--- src/rtl/collision_endgame_fsm.sv ---
// Per-frame game-state controller: registers probe blocked flags and decides
// death / level-complete outcomes from persistence-filtered tile codes.
//
// state      | meaning
// IDLE       | title screen, waiting for start
// PLAY       | level running, hazard and door counters active
// WIN        | both characters held their doors long enough
// DEAD_FIRE  | Fireboy stood on a lethal tile too long
// DEAD_WATER | Watergirl stood on a lethal tile too long
// DEAD_BOTH  | both died on the same frame
module collision_endgame_fsm #(
  parameter int HAZARD_FRAMES = 2,
  parameter int WIN_FRAMES    = 30
) (
  input  logic       vga_clk,
  input  logic       reset_n,
  input  logic       frame_tick,
  input  logic       start,
  input  logic       restart,
  input  logic [2:0] fLeft,
  input  logic [2:0] fRight,
  input  logic [2:0] fTop,
  input  logic [2:0] fBottom,
  input  logic [2:0] wLeft,
  input  logic [2:0] wRight,
  input  logic [2:0] wTop,
  input  logic [2:0] wBottom,
  output logic       f_blk_l,
  output logic       f_blk_r,
  output logic       f_blk_u,
  output logic       f_grounded,
  output logic       w_blk_l,
  output logic       w_blk_r,
  output logic       w_blk_u,
  output logic       w_grounded,
  output logic [2:0] game_state,
  output logic       freeze,
  output logic [5:0] win_progress
);

  typedef enum logic [2:0] {
    S_IDLE       = 3'd0,
    S_PLAY       = 3'd1,
    S_WIN        = 3'd2,
    S_DEAD_FIRE  = 3'd3,
    S_DEAD_WATER = 3'd4,
    S_DEAD_BOTH  = 3'd5
  } state_t;

  localparam logic [2:0] T_WALL  = 3'd1;
  localparam logic [2:0] T_LAVA  = 3'd2;
  localparam logic [2:0] T_POOL  = 3'd3;
  localparam logic [2:0] T_GOO   = 3'd4;
  localparam logic [2:0] T_FDOOR = 3'd5;
  localparam logic [2:0] T_WDOOR = 3'd6;

  localparam logic [4:0] HAZ_LIM = 5'(HAZARD_FRAMES);
  localparam logic [5:0] WIN_LIM = 6'(WIN_FRAMES);

  state_t     state_q, state_d;
  logic [3:0] f_haz_q, f_haz_d;
  logic [3:0] w_haz_q, w_haz_d;
  logic [5:0] win_cnt_q, win_cnt_d;
  logic       freeze_q, freeze_d;
  logic [7:0] blk_q;

  logic       lethal_f, lethal_w, in_door_f, in_door_w;
  logic [4:0] f_haz_sum, w_haz_sum;
  logic       fd, wd;
  logic [5:0] win_nxt;

  assign lethal_f  = (fBottom == T_POOL) || (fBottom == T_GOO);
  assign lethal_w  = (wBottom == T_LAVA) || (wBottom == T_GOO);
  assign in_door_f = (fLeft == T_FDOOR) || (fRight == T_FDOOR) || (fBottom == T_FDOOR);
  assign in_door_w = (wLeft == T_WDOOR) || (wRight == T_WDOOR) || (wBottom == T_WDOOR);

  assign f_haz_sum = {1'b0, f_haz_q} + {4'b0, lethal_f};
  assign w_haz_sum = {1'b0, w_haz_q} + {4'b0, lethal_w};
  assign fd        = (f_haz_sum >= HAZ_LIM);
  assign wd        = (w_haz_sum >= HAZ_LIM);

  // win count saturates so a long door stay can never wrap back below the limit
  assign win_nxt = !(in_door_f && in_door_w) ? 6'd0 :
                   (win_cnt_q >= WIN_LIM)     ? WIN_LIM : win_cnt_q + 6'd1;

  always_comb begin
    state_d   = state_q;
    f_haz_d   = f_haz_q;
    w_haz_d   = w_haz_q;
    win_cnt_d = win_cnt_q;
    case (state_q)
      S_IDLE: begin
        if (start) begin
          state_d   = S_PLAY;
          f_haz_d   = '0;
          w_haz_d   = '0;
          win_cnt_d = '0;
        end
      end
      S_PLAY: begin
        if (frame_tick) begin
          f_haz_d   = lethal_f ? f_haz_sum[3:0] : 4'd0;
          w_haz_d   = lethal_w ? w_haz_sum[3:0] : 4'd0;
          win_cnt_d = win_nxt;
          if (fd && wd)              state_d = S_DEAD_BOTH;
          else if (fd)               state_d = S_DEAD_FIRE;
          else if (wd)               state_d = S_DEAD_WATER;
          else if (win_nxt == WIN_LIM) state_d = S_WIN;
        end
      end
      S_WIN, S_DEAD_FIRE, S_DEAD_WATER, S_DEAD_BOTH: begin
        // restart discards any coincident tick's hazard/door data
        if (restart) begin
          state_d   = S_PLAY;
          f_haz_d   = '0;
          w_haz_d   = '0;
          win_cnt_d = '0;
        end
      end
      default: state_d = S_IDLE;
    endcase
    freeze_d = (state_d != S_PLAY);
  end

  always_ff @(posedge vga_clk or negedge reset_n) begin
    if (!reset_n) begin
      state_q   <= S_IDLE;
      f_haz_q   <= '0;
      w_haz_q   <= '0;
      win_cnt_q <= '0;
      freeze_q  <= 1'b1;
    end else begin
      state_q   <= state_d;
      f_haz_q   <= f_haz_d;
      w_haz_q   <= w_haz_d;
      win_cnt_q <= win_cnt_d;
      freeze_q  <= freeze_d;
    end
  end

  always_ff @(posedge vga_clk or negedge reset_n) begin
    if (!reset_n) begin
      blk_q <= '0;
    end else if (frame_tick) begin
      blk_q <= {fLeft == T_WALL, fRight == T_WALL, fTop == T_WALL, fBottom == T_WALL,
                wLeft == T_WALL, wRight == T_WALL, wTop == T_WALL, wBottom == T_WALL};
    end
  end

  assign {f_blk_l, f_blk_r, f_blk_u, f_grounded,
          w_blk_l, w_blk_r, w_blk_u, w_grounded} = blk_q;

  assign game_state   = state_q;
  assign freeze       = freeze_q;
  assign win_progress = win_cnt_q;

endmodule

--- config.mk ---
export PLATFORM = sky130hd
export DESIGN_NAME = collision_endgame_fsm
export DESIGN_NICKNAME = d
export VERILOG_FILES = /design/src/rtl/collision_endgame_fsm.sv
export SDC_FILE = /design/constraint.sdc
export NUM_CORES = 1
export LEC_CHECK = 0
export CORE_MARGIN = 3
export CORE_UTILIZATION = 46
export DETAILED_ROUTE_END_ITERATION = 6
export MAX_ROUTING_LAYER = met4
export PLACE_DENSITY_LB_ADDON = 0.15
export SYNTH_ARGS = -nofsm -noshare
export SYNTH_HDL_FRONTEND = slang
export SYNTH_SLANG_ARGS = --single-unit
export TNS_END_PERCENT = 30
--- constraint.sdc ---
create_clock -name vga_clk -period 2.49 [get_ports vga_clk]
set_clock_uncertainty 0.1 [all_clocks]
set_input_delay 0.498 -clock vga_clk [delete_from_list [all_inputs] [get_ports vga_clk]]
set_output_delay 0.498 -clock vga_clk [all_outputs]
set_load 0.01 [all_outputs]
* Yosys cells after proc, flatten, opt, wreduce, memory -nomap -nowiden
Index checks and enable logic that the tools add are counted.
Word-level totals: flip-flop bits (word level) 26, latch bits 0, RAM bits 0, bits in read-only memories 0, output and inout port bits 18, memories kept 0
Operators by class: $add $sub $neg 3, $mul 0, div/mod/pow operators 0, order comparisons 3, equal/unequal tests 28, shift operators 0, multiplexer cells 22, bitwise gates (word level) 0, reductions and logical operators 12
Operators with widths (count):
- $eq 3x3->1 const B | 10
- $mux 6 | 5
- $eq 3x1->1 const B | 9
- $mux 4 | 6
- $pmux 4 s3 | 2
- $mux 3 | 7
- $pmux 6 s3 | 1
- $eq 3x2->1 const B | 4
- $add 4x1->5 | 2
- $ge 5x2->1 const B | 2
- $pmux 3 s3 | 1
- $add 6x1->6 const B | 1
- $eq 6x5->1 const B | 1
- $ge 6x5->1 const B | 1
- $logic_or 1x1->1 | 6
- $ne 2x2->1 const B | 3
- $reduce_and 4->1 | 1
- $reduce_or 4->1 | 1
- $logic_not 3->1 | 1
- $ne 3x1->1 const B | 1
- $reduce_bool 3->1 | 1
- $logic_and 1x1->1 | 2

* Longest topological paths before layout
word-level depth 13, depth in mapped cells 9, gate-level depth less buffers 9

* Worst setup path after synthesis
OpenSTA, ideal clock, no wires.
path kind input port to flip-flop, start input port fBottom[2], end register freeze_q (netlist: freeze), library setup time 0.088 ns, arrival 2.380 ns, data required time 2.302 ns, path slack -0.078 ns, stages on the path 9, path buffers 0, cells stage by stage nand3b_1 > o21ai_0 > ha_1 > ha_1 > or2_2 > a211oi_1 > o21ai_0 > a31o_2 > or3b_1
On the way: cells in the longest elaborated chain, start to end 12, elaborated cells on any way between the ends 18, classes of those cells add/sub: 1; order compare: 1; eq/ne: 5; mux: 7; reduce/logical: 4
Ends and longest elaborated chain:
- start, declared | line 23 | input logic [2:0] fBottom,
- branches (longest 8 deep; another with $add 4x1->5)
- $mux 3 (*) | line 105 | if (fd && wd) state_d = S_DEAD_BOTH;
- $mux 3 (*) | line 101 | if (frame_tick) begin
- $pmux 3 s3 (*) | line 91 | case (state_q)
- via state_d[1] | line 60 | state_t state_q, state_d;
- $ne 3x1->1 (*) | line 122 | freeze_d = (state_d != S_PLAY);
- via freeze_d | line 64 | logic freeze_q, freeze_d;
- end signal, assigned | line 137 | freeze_q <= freeze_d;
- end, declared | line 64
Mark *: on every way through the listed nets, which the timed path passes. A chain may end at the register's enable or synchronous reset.

* Worst setup path in the final report
start input port wBottom[2], end register freeze_q (netlist: freeze)
On the way: cells in the longest elaborated chain, start to end 12, elaborated cells on any way between the ends 18, classes of those cells add/sub: 1; order compare: 1; eq/ne: 5; mux: 7; reduce/logical: 4
Ends and longest elaborated chain:
- start, declared | line 27 | input logic [2:0] wBottom,
- branches (longest 8 deep; another with $add 4x1->5)
- $mux 3 (*) | line 105
- $mux 3 (*) | line 101
- $pmux 3 s3 (*) | line 91
- via state_d[0] | line 60
- $ne 3x1->1 (*) | line 122
- via freeze_d | line 64
Marks and branches as above.

==> results_dict.tcl <==
set metrics [dict create \
    drt_wl_total_um 3680 \
    antenna_found_initial 0 \
    cts-buffers-inserted 3 \
    path_cells "dlygate4sd2_1 > xnor2_1 > nor2_2 > ha_2 > ha_1 > or2_2 > a211oi_2 > o211a_1 > a211o_1 > or3b_1" \
    postSynthAreaPerCell_um2 9.23 \
    p_leak_nw 0.984 \
    drive_above_1_share_pct 18.9 \
    clock_latency_ps 320 \
    r2r_end "freeze" \
    cp_slowest_stage_delay_ps 350 \
    crit_path_start_kind "input port" \
    syn_inst 164 \
    die_area_um2 4020 \
    drv_slew 0 \
    fin_ws_ps 66.3 \
    hpwlAfterDp_um 2890 \
    die_y_um 63.4 \
    r2r_start "win_progress[0]" \
    grt_start_max_net_pins 27 \
    first_pass_iters 4 \
    fin_crit_ps 2420 \
    power_density_nw_per_um2 549 \
    cp_max_fo 2 \
    synth.distinct_cells 43 \
    gp_congestion 0.841 \
    critPathBufInv 1 \
    synth_edf_count 0 \
    finalNetCount 265 \
    core_um2 3100 \
    fin_util_pct 71.0 \
    cts_tree "built" \
    grt_pass1_vias 1518 \
    setup-tns-final_ps 0 \
    drt-vias-per-instance 5.41 \
    start_util_pct 48.8 \
    finalHoldViolCount 0 \
    fin_hold_ws_ps 427 \
    cp_top_family "simple AND/OR/NAND/NOR gates" \
    async_reset_ff_share_pct 100 \
    finalPower_mw 1.21 \
    grt_pass1_wl_um 6580 \
    setup_viol 0 \
    antennaDiodeCount 0 \
    grt_overflow 0 \
    clock_sinks 26 \
    required_ps 2650 \
    cp.arrival_ps 2580 \
    drcViolationCount 0 \
    relSlewSlack_pct 75.9 \
    drt_iter0_drc 68 \
    ff2ff_path_depth 8 \
    status "finished clean" \
    fmax_mhz 413 \
    tightest_slew_ps 362 \
    netlist_area_um2 1510 \
    wl_per_cell_um 13.6 \
    fin_crit_sh_pct 97.3 \
    holdCritPathClass "input port to async pin" \
    root_buffer "clkbuf_4" \
    cp-end-kind "flop" \
    ctsHoldBuffers 0 \
    io_buffers 46 \
    ant_nets 0 \
    vdd_drop_max_uv 257 \
    cp_slowest_cell "or3b_1" \
    area_delta_synth_final_pct 45.5 \
    drv_cap 0 \
    synth-main-ff-cell "dfrtp_1" \
    die_x_um 63.4 \
    syn-num-nets 201 \
    clk_path_buf_depth 2 \
    dp_slack_ps -570 \
    path_clk_slew_ps 140 \
    dr_total_vias 1465 \
    criticalPathCategory "input port to flop" \
    grt.total_usage_pct 20.8 \
    synth.ff_latch_count 26 \
    num_rows 20 \
    ys_warn_count 0 \
    pin_count 47 \
    synth_seq_area_share_pct 43.1 \
    h-tree-depth 1 \
    rrSetupSlack_ps 270 \
]
## metrics by stage
step	std cells	area, um^2
2_1_floorplan	164	1530
3_3_place_gp	267	2150
4_1_cts	271	2200
6_report	271	2200
3_5_place_dp	267	2150
5_1_grt	271	2200
## how the worst max path moves through the flow
stage,start,to,slack (ps),cells after the start
global route,wBottom[2],freeze,-1,10
CTS,wBottom[0],freeze,60,9
floorplan,wBottom[1],freeze,2,9
finish,wBottom[2],freeze,70,10
detailed placement,fBottom[2],freeze,-570,10
global placement,fBottom[2],freeze,-490,10
## Yosys cell counts, types with 3 or more instances
library cell	instances	area (um^2)
nand3b_1	5	37.5
a31oi_1	3	18.8
mux2_2	4	45.0
nand2_1	19	71.3
inv_1	12	45.0
o21ai_0	16	80.1
ha_1	8	100
nor2_1	10	37.5
dfrtp_1	25	626
o22ai_1	3	18.8
a21oi_1	4	20.0
o32ai_1	3	26.3
nor3b_1	5	37.5
nand3_1	8	40.0
## cells in the final DEF, fill, tap and decap left out, types with 3 or more instances in the layout
cell,netlist,final
ha_1,8,5
nor2_1,10,9
nand3b_1,5,5
a21oi_1,4,4
nand2_1,19,19
mux2_2,4,4
clkdlybuf4s50_1,0,40
clkbuf_4,0,3
inv_1,12,12
nor3b_1,5,5
dlygate4sd2_1,0,3
buf_4,0,17
nand3_1,8,8
dfrtp_1,25,25
a31oi_1,3,3
o32ai_1,3,3
o22ai_1,3,3
ha_2,0,3
o21ai_0,16,14
## state kept, by name, summed over array words and instances, names as in the netlist
signal	count
game_state	3
win_progress	6
w_haz_q	4
f_haz_q	4
blk_q	8
freeze	1
## cell type report
cell class                      instances  area (um^2)
Sequential cell                        26          652
Inverter                               12         45.0
Clock buffer                            4         36.3
Fill cell                             257          900
Multi-Input combinational cell        122          838
Timing Repair Buffer                   63          577
Tap cell                               44         55.1
## logic make-up (layout without fill, tap and decap cells)
kind of cell	count (synthesis)	after routing	share of synthesized area, %
DFF	26	26	43.1
AOI/OAI and AO/OA	47	47	20.8
and+or+nand+nor	61	61	21.2
xor gates and xnor gates	2	2	1.16
muxes	4	4	2.97
buffers and inverters	16	79	4.13
adders and majority gates	8	8	6.61
## report_power, final
group,internal [mW],leakage [nW],switching [mW],total [mW]
clock,0.0894,0.0210,0.127,0.216
sequential,0.469,0.349,0.0445,0.513
combinational,0.253,0.614,0.227,0.480
total,0.811,0.984,0.398,1.21
## per-layer routing
metal / wire (um) / global-route usage [%] / up-vias
met5: 0 / - / -
li1: - / - / 717
met2: 1780 / 34.7 / 59
met3: 198 / 3.03 / 4
met4: 27 / 7.28 / 0
met1: 1680 / 25.7 / 685
## timing repair
action	4_1_cts	5_1_grt
hold endpoints to repair	0	0
resized for setup	10	7
buffers inserted	0	0
pin swaps	7	8
gates cloned	0	0
setup endpoints to repair	2	1
(Power assumes the default switching activity.)
